[config.mk]
export PLATFORM = sky130hd
export DESIGN_NAME = mu_sweep_ctrl
export DESIGN_NICKNAME = d
export VERILOG_FILES = /design/src/rtl/mu_sweep_ctrl.sv
export SDC_FILE = /design/constraint.sdc
export NUM_CORES = 1
export LEC_CHECK = 0
export ABC_CLOCK_PERIOD_IN_PS = 13400
export CAP_MARGIN = 40
export CORE_UTILIZATION = 50
export DETAILED_ROUTE_END_ITERATION = 16
export PLACE_DENSITY_LB_ADDON = 0.2
export SETUP_SLACK_MARGIN = 0.3
export SLEW_MARGIN = 20
export SYNTH_ARGS = -nofsm -noshare
export SYNTH_HDL_FRONTEND = slang
export SYNTH_SLANG_ARGS = --single-unit
export TNS_END_PERCENT = 1
[constraint.sdc]
create_clock -name CLK -period 13.4 [get_ports CLK]
set_input_delay 2.01 -clock CLK [delete_from_list [all_inputs] [get_ports CLK]]
set_output_delay 2.01 -clock CLK [all_outputs]
set_load 0.01 [all_outputs]
[src/rtl/mu_sweep_ctrl.sv]
// mu_sweep_ctrl: sample/parameter sequencer for the chaos-map datapath.
// Either plays one preset mu from the built-in table, or sweeps mu linearly
// from a start value to an end value. For every mu it reloads the calculator
// (x_init), then issues a fixed number of iteration strobes (calc_en) at a
// programmable rate before stepping to the next mu.
// Every output comes straight from a register.

module mu_sweep_ctrl #(
    parameter int MU_W  = 18,
    parameter int CNT_W = 13,
    parameter int DIV_W = 16
) (
    input  logic             CLK,
    input  logic             RST,
    input  logic             start,
    input  logic             abort,
    input  logic             mode,
    input  logic [5:0]       sample_num,
    input  logic [MU_W-1:0]  mu_start,
    input  logic [MU_W-1:0]  mu_step,
    input  logic [MU_W-1:0]  mu_end,
    input  logic [CNT_W-1:0] maxrepeat_in,
    input  logic [DIV_W-1:0] div_ratio,
    output logic [MU_W-1:0]  mu,
    output logic [CNT_W-1:0] maxrepeat,
    output logic             calc_en,
    output logic             x_init,
    output logic [CNT_W-1:0] iter_cnt,
    output logic             busy,
    output logic             done
);

    typedef enum logic [2:0] {
        ST_IDLE = 3'd0,
        ST_LOAD = 3'd1,
        ST_RUN  = 3'd2,
        ST_STEP = 3'd3,
        ST_DONE = 3'd4
    } state_t;

    // Preset mu table; entries are 18-bit values left-aligned into MU_W bits.
    function automatic logic [MU_W-1:0] preset_mu(input logic [5:0] idx);
        logic [17:0] v;
        case (idx)
            6'd0:    v = 18'h0CCCC;
            6'd1:    v = 18'h13333;
            6'd2:    v = 18'h31999;
            6'd3:    v = 18'h37333;
            6'd4:    v = 18'h38CCD;
            6'd5:    v = 18'h390A4;
            6'd6:    v = 18'h390E5;
            6'd7:    v = 18'h39127;
            6'd8:    v = 18'h391EC;
            6'd9:    v = 18'h3947B;
            6'd10:   v = 18'h3FFFF;
            default: v = 18'h00000;
        endcase
        return MU_W'(v) << (MU_W - 18);
    endfunction

    state_t           state_r;
    state_t           state_nxt_s;

    // configuration captured when a run is accepted
    logic             mode_r;
    logic [MU_W-1:0]  mu_step_r;
    logic [MU_W-1:0]  mu_end_r;
    logic [CNT_W-1:0] maxrep_r;
    logic [DIV_W-1:0] div_ratio_r;

    // registered outputs and working counters
    logic [MU_W-1:0]  mu_r;
    logic [CNT_W-1:0] iter_r;
    logic [DIV_W-1:0] div_r;
    logic             calc_en_r;
    logic             x_init_r;
    logic             busy_r;
    logic             done_r;

    // next-value signals
    logic [MU_W:0]    mu_sum_s;
    logic             step_stop_s;
    logic             last_iter_s;
    logic             accept_s;
    logic [MU_W-1:0]  mu_nxt_s;
    logic [CNT_W-1:0] iter_nxt_s;
    logic [DIV_W-1:0] div_nxt_s;
    logic             calc_en_nxt_s;

    // The next sweep value is formed one bit wider so overflow is visible.
    assign mu_sum_s    = {1'b0, mu_r} + {1'b0, mu_step_r};
    assign step_stop_s = ~mode_r | mu_sum_s[MU_W] |
                         (mu_sum_s[MU_W-1:0] > mu_end_r) |
                         (mu_step_r == {MU_W{1'b0}});
    assign last_iter_s = ((iter_r + CNT_W'(1'b1)) == maxrep_r);
    assign accept_s    = start & ~abort;

    // State register.
    always_ff @(posedge CLK or negedge RST) begin
        if (!RST) begin
            state_r <= ST_IDLE;
        end else begin
            state_r <= state_nxt_s;
        end
    end

    // Next-state logic; abort returns to IDLE from any active state.
    always_comb begin
        state_nxt_s = state_r;
        case (state_r)
            ST_IDLE: begin
                if (accept_s) state_nxt_s = ST_LOAD;
                else          state_nxt_s = ST_IDLE;
            end
            ST_LOAD: begin
                if (abort) state_nxt_s = ST_IDLE;
                else       state_nxt_s = ST_RUN;
            end
            ST_RUN: begin
                if (abort)                          state_nxt_s = ST_IDLE;
                else if (calc_en_r && last_iter_s)  state_nxt_s = ST_STEP;
                else                                state_nxt_s = ST_RUN;
            end
            ST_STEP: begin
                if (abort)            state_nxt_s = ST_IDLE;
                else if (step_stop_s) state_nxt_s = ST_DONE;
                else                  state_nxt_s = ST_LOAD;
            end
            ST_DONE: state_nxt_s = ST_IDLE;
            default: state_nxt_s = ST_IDLE;
        endcase
    end

    // Output/datapath next values, derived from the current and next state.
    always_comb begin
        mu_nxt_s      = mu_r;
        iter_nxt_s    = iter_r;
        div_nxt_s     = div_r;
        calc_en_nxt_s = 1'b0;

        // mu is shown from the LOAD cycle of each parameter point
        if ((state_r == ST_IDLE) && (state_nxt_s == ST_LOAD)) begin
            mu_nxt_s = mode ? mu_start : preset_mu(sample_num);
        end else if ((state_r == ST_STEP) && (state_nxt_s == ST_LOAD)) begin
            mu_nxt_s = mu_sum_s[MU_W-1:0];
        end else begin
            mu_nxt_s = mu_r;
        end

        // counters restart on every LOAD and freeze on abort
        if (state_nxt_s == ST_LOAD) begin
            iter_nxt_s = {CNT_W{1'b0}};
            div_nxt_s  = {DIV_W{1'b0}};
        end else if ((state_r == ST_RUN) && (state_nxt_s != ST_IDLE)) begin
            if (calc_en_r) begin
                iter_nxt_s = iter_r + CNT_W'(1'b1);
                div_nxt_s  = {DIV_W{1'b0}};
            end else begin
                iter_nxt_s = iter_r;
                div_nxt_s  = div_r + DIV_W'(1'b1);
            end
        end else begin
            iter_nxt_s = iter_r;
            div_nxt_s  = div_r;
        end

        // strobe in the cycle where the divider sits at its terminal count
        if ((state_nxt_s == ST_RUN) && (div_nxt_s == div_ratio_r)) begin
            calc_en_nxt_s = 1'b1;
        end else begin
            calc_en_nxt_s = 1'b0;
        end
    end

    // Configuration capture when a run is accepted.
    always_ff @(posedge CLK or negedge RST) begin
        if (!RST) begin
            mode_r      <= 1'b0;
            mu_step_r   <= {MU_W{1'b0}};
            mu_end_r    <= {MU_W{1'b0}};
            maxrep_r    <= {CNT_W{1'b0}};
            div_ratio_r <= {DIV_W{1'b0}};
        end else if ((state_r == ST_IDLE) && (state_nxt_s == ST_LOAD)) begin
            mode_r      <= mode;
            mu_step_r   <= mu_step;
            mu_end_r    <= mu_end;
            maxrep_r    <= (maxrepeat_in == {CNT_W{1'b0}}) ? CNT_W'(1'b1) : maxrepeat_in;
            div_ratio_r <= div_ratio;
        end
    end

    // Registered outputs and counters.
    always_ff @(posedge CLK or negedge RST) begin
        if (!RST) begin
            mu_r      <= {MU_W{1'b0}};
            iter_r    <= {CNT_W{1'b0}};
            div_r     <= {DIV_W{1'b0}};
            calc_en_r <= 1'b0;
            x_init_r  <= 1'b0;
            busy_r    <= 1'b0;
            done_r    <= 1'b0;
        end else begin
            mu_r      <= mu_nxt_s;
            iter_r    <= iter_nxt_s;
            div_r     <= div_nxt_s;
            calc_en_r <= calc_en_nxt_s;
            x_init_r  <= (state_nxt_s == ST_LOAD);
            busy_r    <= (state_nxt_s != ST_IDLE);
            done_r    <= (state_nxt_s == ST_DONE);
        end
    end

    assign mu        = mu_r;
    assign maxrepeat = maxrep_r;
    assign calc_en   = calc_en_r;
    assign x_init    = x_init_r;
    assign iter_cnt  = iter_r;
    assign busy      = busy_r;
    assign done      = done_r;

endmodule

* Word-level counts from Yosys, hierarchy flattened
Memories as Yosys holds them, arrays and structs flattened. Index checks and enable logic that the tools add are counted.
Operators by class: magnitude comparators 1, bitwise gates (word level) 6, mux-type cells 19, reduce and logical (&&, ||, !) cells 14, $add $sub $neg 3, equality and inequality tests 8
Operator list (number):
- $mux W18 | 4
- $mux W13 | 4
- $mux W16 | 3
- $add A18 B18 Y19 | 1
- $gt A18 B18 Y1 | 1
- $logic_not A18 Y1 | 1
- $add A16 B1 Y16 const B | 1
- $eq A16 B16 Y1 | 1
- $add A13 B1 Y13 const B | 1
- $eq A13 B13 Y1 | 1
- $logic_not A13 Y1 | 1
- $pmux W3 S4 | 1
- $eq A3 B2 Y1 const B | 3
- $eq A3 B1 Y1 const B | 2
- $mux W3 | 2
- $reduce_bool A2 Y1 | 3
- $logic_and A1 B1 Y1 | 5
- $mux W2 | 2
- $eq A3 B3 Y1 const B | 1
- $logic_not A3 Y1 | 1
- $mux W1 | 3
- $or A1 B1 Y1 | 3
- $reduce_bool A3 Y1 | 1
- $logic_not A2 Y1 | 1
- 3 further kinds | 4
Storage, ports and cells: register bits 120, memories 1, ROM bits 288, input bits 94
Memories:
- (no name shown) | words 16, width 18, read ports 1, clocked after memory_dff 0, wr ports 0, RTL line 44 | case (idx)

* Depth between registers and ports, before layout
Gate-level depths: netlist of the first run.
depth in word-level cells 14, depth in mapped cells 23, gate-level depth less buffers 23

* Least setup slack after synthesis of the first run
OpenSTA, ideal clock, no wires.
kind register -> register, start point register mu_r[1], in the netlist mu[1], end point register calc_en_r, in the netlist calc_en, required time 13.304 ns, clock period less this slack 4.641 ns, buffers on the path 0, slack 8.759 ns, cell stages (with the launch flop) 23, arrival time 4.545 ns, setup time 0.096 ns, path through dfrtp_1 ha_1 a21o_1 a21o_1 a21oi_1 o21ai_0 a21oi_1 o21ai_0 a311oi_1 xnor2_1 ha_1 a21o_1 a21oi_1 o221ai_1 a2111oi_2 o21ai_2 nor2_4 nor2_4 inv_2 nor2_1 a211oi_1 o22ai_1 nor4_2
Between the ends: longest elaborated chain between the ends 14, elaborated cells between the ends (all ways) 17, those cells by class 1 x add/sub; 1 x order compare; 3 x eq/ne; 6 x mux; 3 x bitwise; 3 x reduce/logical
Ends and longest elaborated chain:
- start: declaration | RTL line 72 | logic [MU_W-1:0] mu_r;
- start signal: assignment | RTL line 195 | mu_r <= {MU_W{1'b0}};
- start signal: assignment | RTL line 203 | mu_r <= mu_nxt_s;
- $add A18 B18 Y19 * | RTL line 91 | assign mu_sum_s = {1'b0, mu_r} + {1'b0, mu_step_r};
- $gt A18 B18 Y1 or $or A1 B1 Y1 (tied branches) | RTL line 93, 92
- $or A1 B1 Y1 * | RTL line 92 | assign step_stop_s = ~mode_r | mu_sum_s[MU_W] |
- $or A1 B1 Y1 * | RTL line 93 | (mu_sum_s[MU_W-1:0] > mu_end_r) |
- $mux W3 * | RTL line 126 | else if (step_stop_s) state_nxt_s = ST_DONE;
- $mux W3 * | RTL line 125 | if (abort) state_nxt_s = ST_IDLE;
- $pmux W3 S4 * | RTL line 110 | case (state_r)
- $reduce_bool A3 Y1 | RTL line 154 | end else if ((state_r == ST_RUN) && (state_nxt_s != ST_IDLE)) begin
- $logic_and A1 B1 Y1 | RTL line 154
- $mux W16 | RTL line 154
- $mux W16 | RTL line 151 | if (state_nxt_s == ST_LOAD) begin
- $eq A16 B16 Y1 | RTL line 168 | if ((state_nxt_s == ST_RUN) && (div_nxt_s == div_ratio_r)) begin
- $logic_and A1 B1 Y1 * | RTL line 168
- $mux W1 * | RTL line 168
- named net calc_en_nxt_s | RTL line 88 | logic calc_en_nxt_s;
- end signal: assignment | RTL line 206 | calc_en_r <= calc_en_nxt_s;
- end: declaration | RTL line 75 | logic calc_en_r;
Mark *: on every way through the listed nets, which the timed path passes. The rest lies on a longest branch. A chain may end at the register's enable or synchronous reset.

* Final worst setup path of the first run
Same ends and word-level chain as after synthesis.

==> reports/metrics.yaml, run 1 <==
routing:
  antenna_violating_nets_remaining: 0
  post_drt_wl_per_cell_um: 17.0
  drt_drc_violations_left: 0
  drt-pass1-iter-count: 5
  detailroute.via_count: 6679
  drt_iter0_drc: 491
  drt-total-wl_mm: 20.1
  route.detailed.vias_per_inst: 5.65
timing:
  max_freq_mhz: 180
  slew-limit-headroom: 0.428
  slew_violations: 0
  final.setup.tns_ns: 0
  part_of_the_cycle_the_worst_path_needs: 0.416
  worst_clock_skew_ns: 0.00922
  grt_setup_unrepaired: "false"
  finalHoldViolCount: 0
  worst_pin_slew_ns: 0.857
  finalWorstPathRequiredPeriod_ns: 5.57
  setup-violations-final: 0
grt:
  number_of_antenna_violations_at_the_first_check_in_global_routing: 0
  gr-usage-met1: 0.362
  grt_start_max_net_pins: 78
  grt_use_met3: 0.0697
  global_route.overflow_total: 0
  vias_in_the_first_global_route: 6511
  grt.total_usage: 0.291
  grt_pass1_wl_mm: 33.0
  grt_busiest_layer: "met2"
  globalRouteMet2Util: 0.483
setup_path:
  setup.worst_path.start: "mu[1]"
  cp_data_arrival_time_ns: 5.90
  cp-end-kind: "flop"
  crit_path_max_fanout: 18
  critPathLaunchType: "flop"
  timing.rr.start: "mu[1]"
  worstSetupEndpoint: "calc_en"
  worst-r2r-cell-count: 22
  timing.reg2reg.setup_slack_ns: 7.83
  timing_worst_setup_path_type: "flop to flop"
  critical_path.reg2reg.endpoint: "calc_en"
  critical_path_required_ns: 13.73
floorplan:
  floorplan.initialDensity: 0.517
  fp.coreArea_mm2: 0.0140
  floorplan.rows: 43
  die_height_um: 122
  fp.dieArea_mm2: 0.0150
  top_level_ports: 142
  dieWidth_um: 122
synth:
  synth.lib_cells_used.distinct: 66
  netlist.top_cell.by_area: "sky130_fd_sc_hd__dfrtp_1"
  post_synth_instance_area_mm2: 0.00726
  cell_with_the_most_instances_after_synthesis: "sky130_fd_sc_hd__nand2_1"
  synth-edff-count: 0
  mappedNetlistNets: 996
  synth_seq_cells: 120
  ys_warns: 0
  synth-seq-area-share: 0.414
  netlist_top_cells_count: "216 x sky130_fd_sc_hd__nand2_1, 120 x sky130_fd_sc_hd__dfrtp_1, 60 x sky130_fd_sc_hd__o21ai_0"
  ffs_w_async_s_r_synth: 1.00
  area_contributors_post_synth: "sky130_fd_sc_hd__dfrtp_1 41%, sky130_fd_sc_hd__nand2_1 11%, sky130_fd_sc_hd__ha_1 7.4%, sky130_fd_sc_hd__xnor2_1 4.2%, sky130_fd_sc_hd__o21ai_0 4.1%"
  post_synth.cell_area_avg_um2: 8.46
  yosys.area.top_type_share: 0.414
  synthCells: 858
  synth_ff_type: "sky130_fd_sc_hd__dfrtp_1"
power:
  power.internal_mw: 1.00
  sequentialPowerShare: 0.316
  switching_share: 0.358
  p_leak_nw: 4.20
  pwr-share-clk: 0.301
  share_comb_of_total_power: 0.383
  power_mw: 1.56
  power_density_mw_per_mm2: 166
  vdd_ir_drop_max_v: 0.000109
  netSwitchingPower_mw: 0.560
cells_and_area:
  syn_to_final_growth_pct: 30.0
  nNetsFinal: 1127
  post_route_cells_drive_above_1_share: 0.0579
  antennaDiodeCount: 0
  final.fill_count: 1156
clock_tree:
  cts_inserted_buffers: 17
  clock_insertion_delay_worst_skew_ns: 0.43
  clk_transition_reported_paths_ns: 0.06
  cts_root_buf: "sky130_fd_sc_hd__clkbuf_16"
  cts_resized: 0
  number_of_buffers_inserted_for_hold_repair_after_clock_tree_synthesis: 0
  cts_num_sinks: 120
  cts_max_level: 4
  cts_tree: "done"
  cts.path.max_buffers: 2
  setup_repair_bufs_after_cts: 0
placed_design:
  io_buffers: 141
  hpwlAfterDp_mm: 14.8
  final_replace_weighted_congestion: 0.912
worst_hold_path:
  min-delay-path-class: "flop to flop"
flow_run:
  cap_viol_max_count: 0
outcome:
  run_status: "completed"
## sequential cells by signal, indices dropped and copies added, names as in the netlist
signal,cells
calc_en,1
div_ratio_r,16
div_r,16
mu_end_r,18
busy,1
iter_cnt,13
mu_step_r,18
maxrepeat,13
mode_r,1
x_init,1
done,1
mu,18
state_r,3
## per-layer routing
| layer | share of wire | vias to the layer above | wire, um |
|---|---|---|---|
| met4 | 0.032 | 0 | 653 |
| met5 | 0 | - | 0 |
| met3 | 0.062 | 45 | 1250 |
| li1 | - | 3215 | - |
| met2 | 0.48 | 261 | 9710 |
| met1 | 0.42 | 3158 | 8520 |
## worst min-delay path by stage
stage	start	endpoint	slack, ns	cells after the start
2_1_floorplan	mode_r	mode_r	0.45	2
3_3_place_gp	mode_r	mode_r	0.47	2
3_5_place_dp	mode_r	mode_r	0.48	2
4_1_cts	mode_r	mode_r	0.50	2
5_1_grt	mode_r	mode_r	0.54	2
6_report	mode_r	mode_r	0.50	2
## stage by stage
stage | setup WS (ns) | util | instances | cell area [um^2] | hold slack [ns]
3_5_place_dp | 7.93 | 0.629 | 1150 | 8830 | 0.484
6_report | 7.83 | 0.672 | 1182 | 9440 | 0.499
3_3_place_gp | 8.12 | 0.626 | 1148 | 8790 | 0.474
5_1_grt | 7.35 | 0.672 | 1182 | 9440 | 0.536
4_1_cts | 7.90 | 0.672 | 1182 | 9440 | 0.499
2_1_floorplan | 8.76 | - | 858 | 7260 | 0.447
## cell usage in the layout, fill, tap and decap left out, drive strengths merged, types with 3 or more instances in the layout
cell | Yosys | routed
a31oi | 9 | 9
xnor2 | 35 | 35
nor2b | 7 | 7
o221ai | 4 | 4
nand3 | 19 | 19
nor2 | 62 | 62
o21a | 3 | 3
nand2b | 7 | 7
nor4 | 9 | 9
a21oi | 47 | 47
a21boi | 3 | 3
o21ai | 61 | 61
nand4 | 11 | 11
a21o | 6 | 6
buf | 6 | 6
or2 | 4 | 4
nand2 | 216 | 216
nor3 | 14 | 14
xor2 | 24 | 24
a211oi | 5 | 5
bufinv | 0 | 3
dfrtp | 120 | 120
clkbuf | 28 | 21
o31ai | 4 | 4
or3 | 7 | 7
inv | 38 | 39
mux2i | 10 | 10
o22ai | 5 | 5
a221oi | 10 | 10
and2 | 3 | 3
clkinv | 0 | 5
and3 | 7 | 7
ha | 43 | 43
clkdlybuf4s50 | 0 | 140
## area by class of cell
class                   count  area (um^2)  area share
flip-flops and latches    120         3000       0.318
clock buffers              21          460      0.0488
inverters                  38          143      0.0151
repair buffers            146         1470       0.156
multi-input cells         666         3990       0.423
clock inverters            11          146      0.0155
well taps                 180          225      0.0239
## power by group through the flow
stage	logic [mW]	registers (mW)	clock network, mW
detailed placement	0.596	0.499	0
floorplan	0.384	0.487	0
global placement	0.585	0.498	0
finish	0.599	0.494	0.471
global route	0.675	0.502	0.490
CTS	0.601	0.494	0.472
## kinds of logic (layout without fill, tap and decap cells)
group / after synthesis / count (layout) / share of synthesized area
AND/OR/NAND/NOR: 379 / 379 / 0.238
flip-flops: 120 / 120 / 0.414
multiplexers: 11 / 11 / 0.0153
buffers and inverters: 72 / 216 / 0.0374
AO/OA/AOI/OAI: 173 / 173 / 0.148
adder cells (fa/ha/maj): 44 / 44 / 0.0769
XOR/XNOR: 59 / 59 / 0.0712
## critical path, cell delays in order (launching register included)
cell,delay (ns)
sky130_fd_sc_hd__dfrtp_1,0.43
sky130_fd_sc_hd__ha_1,0.30
sky130_fd_sc_hd__a21o_1,0.18
sky130_fd_sc_hd__a21o_1,0.19
sky130_fd_sc_hd__a21oi_1,0.19
sky130_fd_sc_hd__o21ai_0,0.14
sky130_fd_sc_hd__a21oi_1,0.35
sky130_fd_sc_hd__o21ai_0,0.25
sky130_fd_sc_hd__a311oi_1,0.31
sky130_fd_sc_hd__xnor2_1,0.16
sky130_fd_sc_hd__ha_1,0.32
sky130_fd_sc_hd__nand4_1,0.12
sky130_fd_sc_hd__nor3_1,0.27
sky130_fd_sc_hd__nand4_1,0.18
sky130_fd_sc_hd__a2111oi_2,0.36
sky130_fd_sc_hd__o21ai_2,0.14
sky130_fd_sc_hd__nor2_4,0.48
sky130_fd_sc_hd__nor2_4,0.12
sky130_fd_sc_hd__inv_2,0.14
sky130_fd_sc_hd__nor2_1,0.15
sky130_fd_sc_hd__a211oi_1,0.27
sky130_fd_sc_hd__o22ai_1,0.13
sky130_fd_sc_hd__nor4_2,0.29
Note: power is estimated with default switching activity, not from simulation.
==> inputs of run 2 (changes only) <==
ABC_CLOCK_PERIOD_IN_PS = 5300   (was 13400)
clock period = 5.3 ns   (was 13.4 ns; I/O delays follow)
==> run 2 against run 1 <==
- wire length fell by 2.0%
- utilization is 0.63 points higher
- largest cell class unchanged
- final area increased by 0.94%
- clock skew increased by 0.00061 ns
- total power rose by 150%
- fmax rose by 16%
- non-clock buffer count rose by 8
- hold slack worse by 0.079 ns
- sequential power grew to 2.5 times the previous value
- sequential cell count stayed put
- first-iteration DRC count down 2.6%
- sequential share of layout area fell by 0.30 points
==> reports/metrics.yaml, run 2 (synthesized netlist as in run 1, its figures left out) <==
outcome:
  run_status: "completed"
grt:
  grt_start_max_net_pins: 90  # +15%
  global_route.overflow_total: 0  # unchanged
  vias_in_the_first_global_route: 6331  # -2.8%
  grt_pass1_wl_mm: 31.3  # -5.2%
  grt.total_usage: 0.276  # -0.0149
  number_of_antenna_violations_at_the_first_check_in_global_routing: 0  # unchanged
placed_design:
  io_buffers: 141  # unchanged
  placed_cells: 1153  # +0.26%
  hpwlAfterDp_mm: 14.8  # -0.27%
  place_worst_setup_slack_ns: 0.125  # -7.81 ns
  final_replace_weighted_congestion: 0.941  # +3.3%
timing:
  grt_setup_unrepaired: "false"
  max_freq_mhz: 208  # +16%
  finalHoldViolCount: 0  # unchanged
  part_of_the_cycle_the_worst_path_needs: 0.909  # +0.493
  finalWorstPathRequiredPeriod_ns: 4.82  # -0.752 ns
  final.setup.tns_ns: 0  # unchanged
  slew-limit-headroom: 0.515  # +0.0867
  slew_violations: 0  # unchanged
  worst_pin_slew_ns: 0.721  # -0.137 ns
  worst_clock_skew_ns: 0.00983  # +0.000612 ns
  layout_setup_ws_ns: 0.482  # -7.35 ns
  setup-violations-final: 0  # unchanged
floorplan:
  top_level_ports: 142  # unchanged
  fp.dieArea_mm2: 0.0150  # unchanged
  floorplan.rows: 43  # unchanged
  fp.coreArea_mm2: 0.0140  # unchanged
  dieWidth_um: 122  # unchanged
  die_height_um: 122  # unchanged
  floorplan.initialDensity: 0.517  # unchanged
routing:
  drt-pass1-iter-count: 5  # unchanged
  met2_length_mm: 9.60  # -1.2%
  detailroute.via_count: 6617  # -0.93%
  route.top_layer_used: "met4"
  drt_drc_violations_left: 0  # unchanged
  route.met3.wl_mm: 1.25  # unchanged
  route.detailed.vias_per_inst: 5.58  # -1.2%
  antenna_violating_nets_remaining: 0  # unchanged
  drt_iter0_drc: 478  # -2.6%
  post_drt_wl_per_cell_um: 16.6  # -2.3%
  wl_met1_mm: 8.23  # -3.4%
  drt-total-wl_mm: 19.7  # -2.0%
power:
  power_mw: 3.90  # +150%
  vdd_ir_drop_max_v: 0.000276  # +150%
  power_density_mw_per_mm2: 410  # +150%
  p_leak_nw: 4.24  # +0.94%
setup_path:
  worst-path-buf-inv: 1  # unchanged
  critical_path.reg2reg.endpoint: "calc_en"
  crit_path_frequent_cell: "sky130_fd_sc_hd__nand4_1"
  critical-path-max-stage-delay_ns: 0.40  # -0.08 ns
  cp_data_arrival_time_ns: 5.14  # -0.76 ns
  critPathLaunchType: "flop"
  path_cells: "ha_1, fa_2, a21oi_2, or3b_1, nand4_1, a21oi_2, nor3b_2, o21a_1, nor2_2, xnor2_2, ha_1, nand4_1, nor3_2, nand4_1, a2111oi_4, o21ai_2, nor2_4, nor2_4, inv_2, nor2_2, a211oi_1, o22ai_1, nor4_2"
  cp-end-kind: "flop"
  worst_path_max_delay_cell: "sky130_fd_sc_hd__a2111oi_4"
  worst-r2r-cell-count: 23  # +4.5%
  crit_path_max_fanout: 9  # -9
  timing_worst_setup_path_type: "flop to flop"
  critical-path-top-delay-family: "simple AND/OR/NAND/NOR gates"
  timing.rr.start: "mu[0]"
  timing.reg2reg.setup_slack_ns: 0.48  # -7.35 ns
  critical_path_required_ns: 5.62  # -8.11 ns
clock_tree:
  clk_transition_reported_paths_ns: 0.05  # about the same
  cts_max_level: 4  # unchanged
  cts.path.max_buffers: 2  # unchanged
  clock_insertion_delay_worst_skew_ns: 0.42  # about the same
  cts_tree: "done"
  cts_num_sinks: 120  # unchanged
  cts_root_buf: "sky130_fd_sc_hd__clkbuf_16"
  cts_inserted_buffers: 17  # unchanged
cells_and_area:
  mostFrequentLayoutCells: "215 x sky130_fd_sc_hd__nand2_1, 140 x sky130_fd_sc_hd__clkdlybuf4s50_1, 120 x sky130_fd_sc_hd__dfrtp_1, 58 x sky130_fd_sc_hd__o21ai_0, 57 x sky130_fd_sc_hd__nor2_1"
  multi_input_comb_area_mm2: 0.00408  # +2.3%
  final-instance-count-excl-fill: 1185  # +0.25%
  nNetsFinal: 1135  # +0.71%
  syn_to_final_growth_pct: 31.3
  layout_commonest_cell: "sky130_fd_sc_hd__nand2_1"
  layout.area.seq_mm2: 0.00300  # unchanged
  final.fill_count: 1141  # -1.3%
  post_route_cells_drive_above_1_share: 0.0786  # +0.0207
  antennaDiodeCount: 0  # unchanged
  utilization: 0.679  # +0.00633
flow_run:
  cap_viol_max_count: 0  # unchanged
worst_hold_path:
  min-delay-path-class: "primary input to async pin"
==> run 2: worst max path at each step <==
stage,startpoint,endpoint,slack (ns),depth (start not counted)
2_1_floorplan,mu[1],calc_en,0.66,22
3_3_place_gp,mu[1],calc_en,0.35,20
3_5_place_dp,mu[1],calc_en,0.12,20
4_1_cts,mu_step_r[0],calc_en,0.30,23
5_1_grt,mu[1],calc_en,0.24,23
6_report,mu[0],calc_en,0.48,23
==> run 2: power breakdown <==
group	internal, mW	switching [mW]	leakage [nW]	total, mW
logic	0.742	0.873	2.45	1.61
clock network	0.662	0.375	0.263	1.04
registers	1.08	0.166	1.53	1.25
total	2.49	1.41	4.24	3.90
==> run 2: metrics by stage <==
| step | hold WS [ns] | instance area, um^2 |
|---|---|---|
| floorplan | 0.447 | 7260 |
| global placement | 0.495 | 8820 |
| detailed placement | 0.500 | 8850 |
| CTS | 0.432 | 9390 |
| global route | 0.462 | 9530 |
| finish | 0.420 | 9530 |
==> run 2: worst register-to-register path, cell delays in order, from the launching register on <==
cell and delay (ns):
sky130_fd_sc_hd__dfrtp_1 0.39, sky130_fd_sc_hd__ha_1 0.24, sky130_fd_sc_hd__fa_2 0.37, sky130_fd_sc_hd__a21oi_2 0.17, sky130_fd_sc_hd__or3b_1 0.15, sky130_fd_sc_hd__nand4_1 0.17, sky130_fd_sc_hd__a21oi_2 0.23, sky130_fd_sc_hd__nor3b_2 0.08
sky130_fd_sc_hd__o21a_1 0.19, sky130_fd_sc_hd__nor2_2 0.12, sky130_fd_sc_hd__xnor2_2 0.09, sky130_fd_sc_hd__ha_1 0.30, sky130_fd_sc_hd__nand4_1 0.14, sky130_fd_sc_hd__nor3_2 0.17, sky130_fd_sc_hd__nand4_1 0.19, sky130_fd_sc_hd__a2111oi_4 0.40
sky130_fd_sc_hd__o21ai_2 0.15, sky130_fd_sc_hd__nor2_4 0.16, sky130_fd_sc_hd__nor2_4 0.08, sky130_fd_sc_hd__inv_2 0.12, sky130_fd_sc_hd__nor2_2 0.12, sky130_fd_sc_hd__a211oi_1 0.26, sky130_fd_sc_hd__o22ai_1 0.14, sky130_fd_sc_hd__nor4_2 0.27
==> run 2: layer usage <==
| metal | vias to the layer above | global-route usage |
|---|---|---|
| li1 | 3228 | - |
| met1 | 3104 | 0.339 |
| met2 | 238 | 0.449 |
| met3 | 47 | 0.0743 |
| met4 | 0 | 0.133 |
| met5 | - | 0 |
==> run 2: timing repair <==
item | in CTS | in global routing
hold buffers | 0 | 0
hold endpoints to repair | 0 | 0
endpoints found under the setup margin | 2 | 5
setup buffers | 0 | 4
pin swaps | 1 | 11
gates resized for setup | 5 | 18
==> run 2: layout make-up <==
| type | count | area share |
|---|---|---|
| Clock buffer | 22 | 0.0498 |
| Clock inverter | 5 | 0.00525 |
| Inverter | 38 | 0.0150 |
| Multi-Input combinational cell | 666 | 0.428 |
| Sequential cell | 120 | 0.315 |
| Tap cell | 180 | 0.0236 |
| Timing Repair Buffer | 154 | 0.163 |
==> patch (config.mk and constraints of run 1) <==
The 5 states of `state_t` get a one-hot encoding in 5 bits.
--- a/src/rtl/mu_sweep_ctrl.sv
+++ b/src/rtl/mu_sweep_ctrl.sv
@@ -31,10 +31,10 @@
 );
 
-    typedef enum logic [2:0] {
-        ST_IDLE = 3'd0,
-        ST_LOAD = 3'd1,
-        ST_RUN  = 3'd2,
-        ST_STEP = 3'd3,
-        ST_DONE = 3'd4
+    typedef enum logic [4:0] {
+        ST_IDLE = 5'b00001,
+        ST_LOAD = 5'b00010,
+        ST_RUN  = 5'b00100,
+        ST_STEP = 5'b01000,
+        ST_DONE = 5'b10000
     } state_t;
 
Formal check against the unedited RTL: no difference found for any inputs over 4 cycles, from zero or initial values and one cycle with RST low; so few cycles prove little.
==> patch against run 1 <==
- routed wire length is 2.1% higher
- non-clock buffer count grew 1
- synthesized area up 2.8%
- first-iteration DRC count fell by 1.4%
- combinational power is 18% lower
- total power is 7.5% lower
- sequential cell count is 2 higher
- cell area is 2.4% higher
- worst setup slack worse by 0.16 ns
- largest cell class unchanged
==> patch: results (changes against run 1) <==
route:
  vias: 6912  # was 6679
  drt-met1-wl_um: 9040  # was 8520 um
  highest_layer: "met4"  # unchanged
  route.met3.wl_um: 1210  # was 1250 um
  routedWlPerCell_um: 16.9  # was 17.0 um
  drt_iter0_drc: 484  # was 491
  met2_wirelength_um: 9640  # was 9710 um
  wl_um: 20600  # was 20100 um
status:
  status: "completed"  # unchanged
placement:
  place_congestion: 0.948  # was 0.912
  place_inst: 1184  # was 1150
  dp_hpwl_um: 14900  # was 14800 um
  dpl_worst_slack_ns: 7.70  # was 7.93 ns
  dpl-instance-area_sq_um: 8970  # was 8830 sq um
logic_synthesis:
  avgSynthCellArea_sq_um: 8.36  # was 8.46 sq um
  ys_top_cells_by_count: "nand2_1 (231), dfrtp_1 (121), nor2_1 (69)"  # was nand2_1 (216), dfrtp_1 (120), o21ai_0 (60)
  synth_nets: 1030  # was 996
  netlist_top_cells_area: "dfrtp_1 (41%), nand2_1 (12%), ha_1 (7.2%), xnor2_1 (4.8%), nor2_1 (3.5%)"  # was dfrtp_1 (41%), nand2_1 (11%), ha_1 (7.4%), xnor2_1 (4.2%), o21ai_0 (4.1%)
  yosys_warnings: 0  # unchanged
  seq_area_frac_synth_pct: 40.9  # was 41.4%
  ys_types: 68  # was 66
setup_path:
  cp.arrival_ns: 6.02  # was 5.90 ns
  slowest_stage: "nor2_2"  # was nor2_4
  crit_fanout: 19  # was 18
  slowest_delay_ns: 0.68  # was 0.48 ns
grt:
  grt_pass1_vias: 6647  # was 6511
  grt_pass1_wl_um: 32800  # was 33000 um
  grt_max_degree: 86  # was 78
  track_usage_pct: 28.0  # was 29.1%
  antenna_found_initial: 0  # unchanged
final_layout:
  post_route_cells_drive_above_1_share_pct: 5.03  # was 5.79%
sta:
  skew_ns: 0.00717  # was 0.00922 ns
  tightestPinTransition_ns: 0.813  # was 0.857 ns
power:
  irDropWorstVdd_mv: 0.108  # was 0.109 mV
  power.leakage_nw: 4.41  # was 4.20 nW
clock_network:
  clk_pin_slew_worst_paths_ns: 0.06  # about the same
  clockBufferDepth: 2  # unchanged
worst_hold_path:
  worstHoldPathType: "reg2reg"  # unchanged
patch: path summary, 6_finish.rpt:
check                                                  from                          end  slack, ns  depth (start not counted)
min in group asynchronous                               RST     maxrepeat[0]$_DFFE_PN0P_       1.51                          1
max in group asynchronous                               RST           mode_r$_DFFE_PN0P_      10.85                          4
worst min register to register  div_ratio_r[13]$_DFFE_PN0P_  div_ratio_r[13]$_DFFE_PN0P_       0.50                          2
worst max register to register     mu_step_r[0]$_DFFE_PN0P_            mu[2]$_DFFE_PN0P_       7.67                         20
worst min-delay path            div_ratio_r[13]$_DFFE_PN0P_  div_ratio_r[13]$_DFFE_PN0P_       0.50                          2
worst max-delay path               mu_step_r[0]$_DFFE_PN0P_            mu[2]$_DFFE_PN0P_       7.67                         20
patch: power breakdown:
group	internal, mW	switching (mW)	total, mW
registers	0.422	0.0494	0.471
logic	0.224	0.266	0.490
clock network	0.314	0.171	0.485
patch: metal layers:
metal | up-vias | global-route usage (%)
met5 | - | 0
met4 | 0 | 12.0
met3 | 48 | 5.77
met2 | 241 | 45.0
met1 | 3292 | 36.5
li1 | 3331 | -
patch: area by class of cell:
type / instances / area (sq um)
multi-input combinational: 690 / 4090
tap: 184 / 230
timing repair buffer: 147 / 1510
clock inverter: 12 / 173
inverter: 44 / 165
clock buffer: 19 / 443
fill: 1220 / 4870
sequential: 122 / 3050
patch: critical path: cells and delay by family (launching register included):
kind / cells / cell delay (ns)
AND/OR/NAND/NOR: 7 / 2.29
AO/OA/AOI/OAI: 8 / 1.42
adder cells (fa/ha/maj): 3 / 0.96
flip-flops: 1 / 0.41
multiplexers: 1 / 0.41
XOR/XNOR: 1 / 0.11
patch: through the flow:
step	util, %	power [mW]
finish	66.5	1.45
floorplan	-	0.786
detailed placement	61.8	0.957
global route	66.5	1.54
CTS	66.0	1.44
global placement	61.8	0.948
patch: kinds of logic (layout without fill, tap and decap cells):
logic type,count (synthesis),in the layout,share of synthesized area [%]
AND/OR/NAND/NOR,401,401,24.3
adder cells (fa/ha/maj),44,44,7.48
AO/OA/AOI/OAI,179,179,15.3
buffers and inverters,80,222,4.23
multiplexers,2,2,0.285
flip-flops,122,122,40.9
XOR/XNOR,64,64,7.51
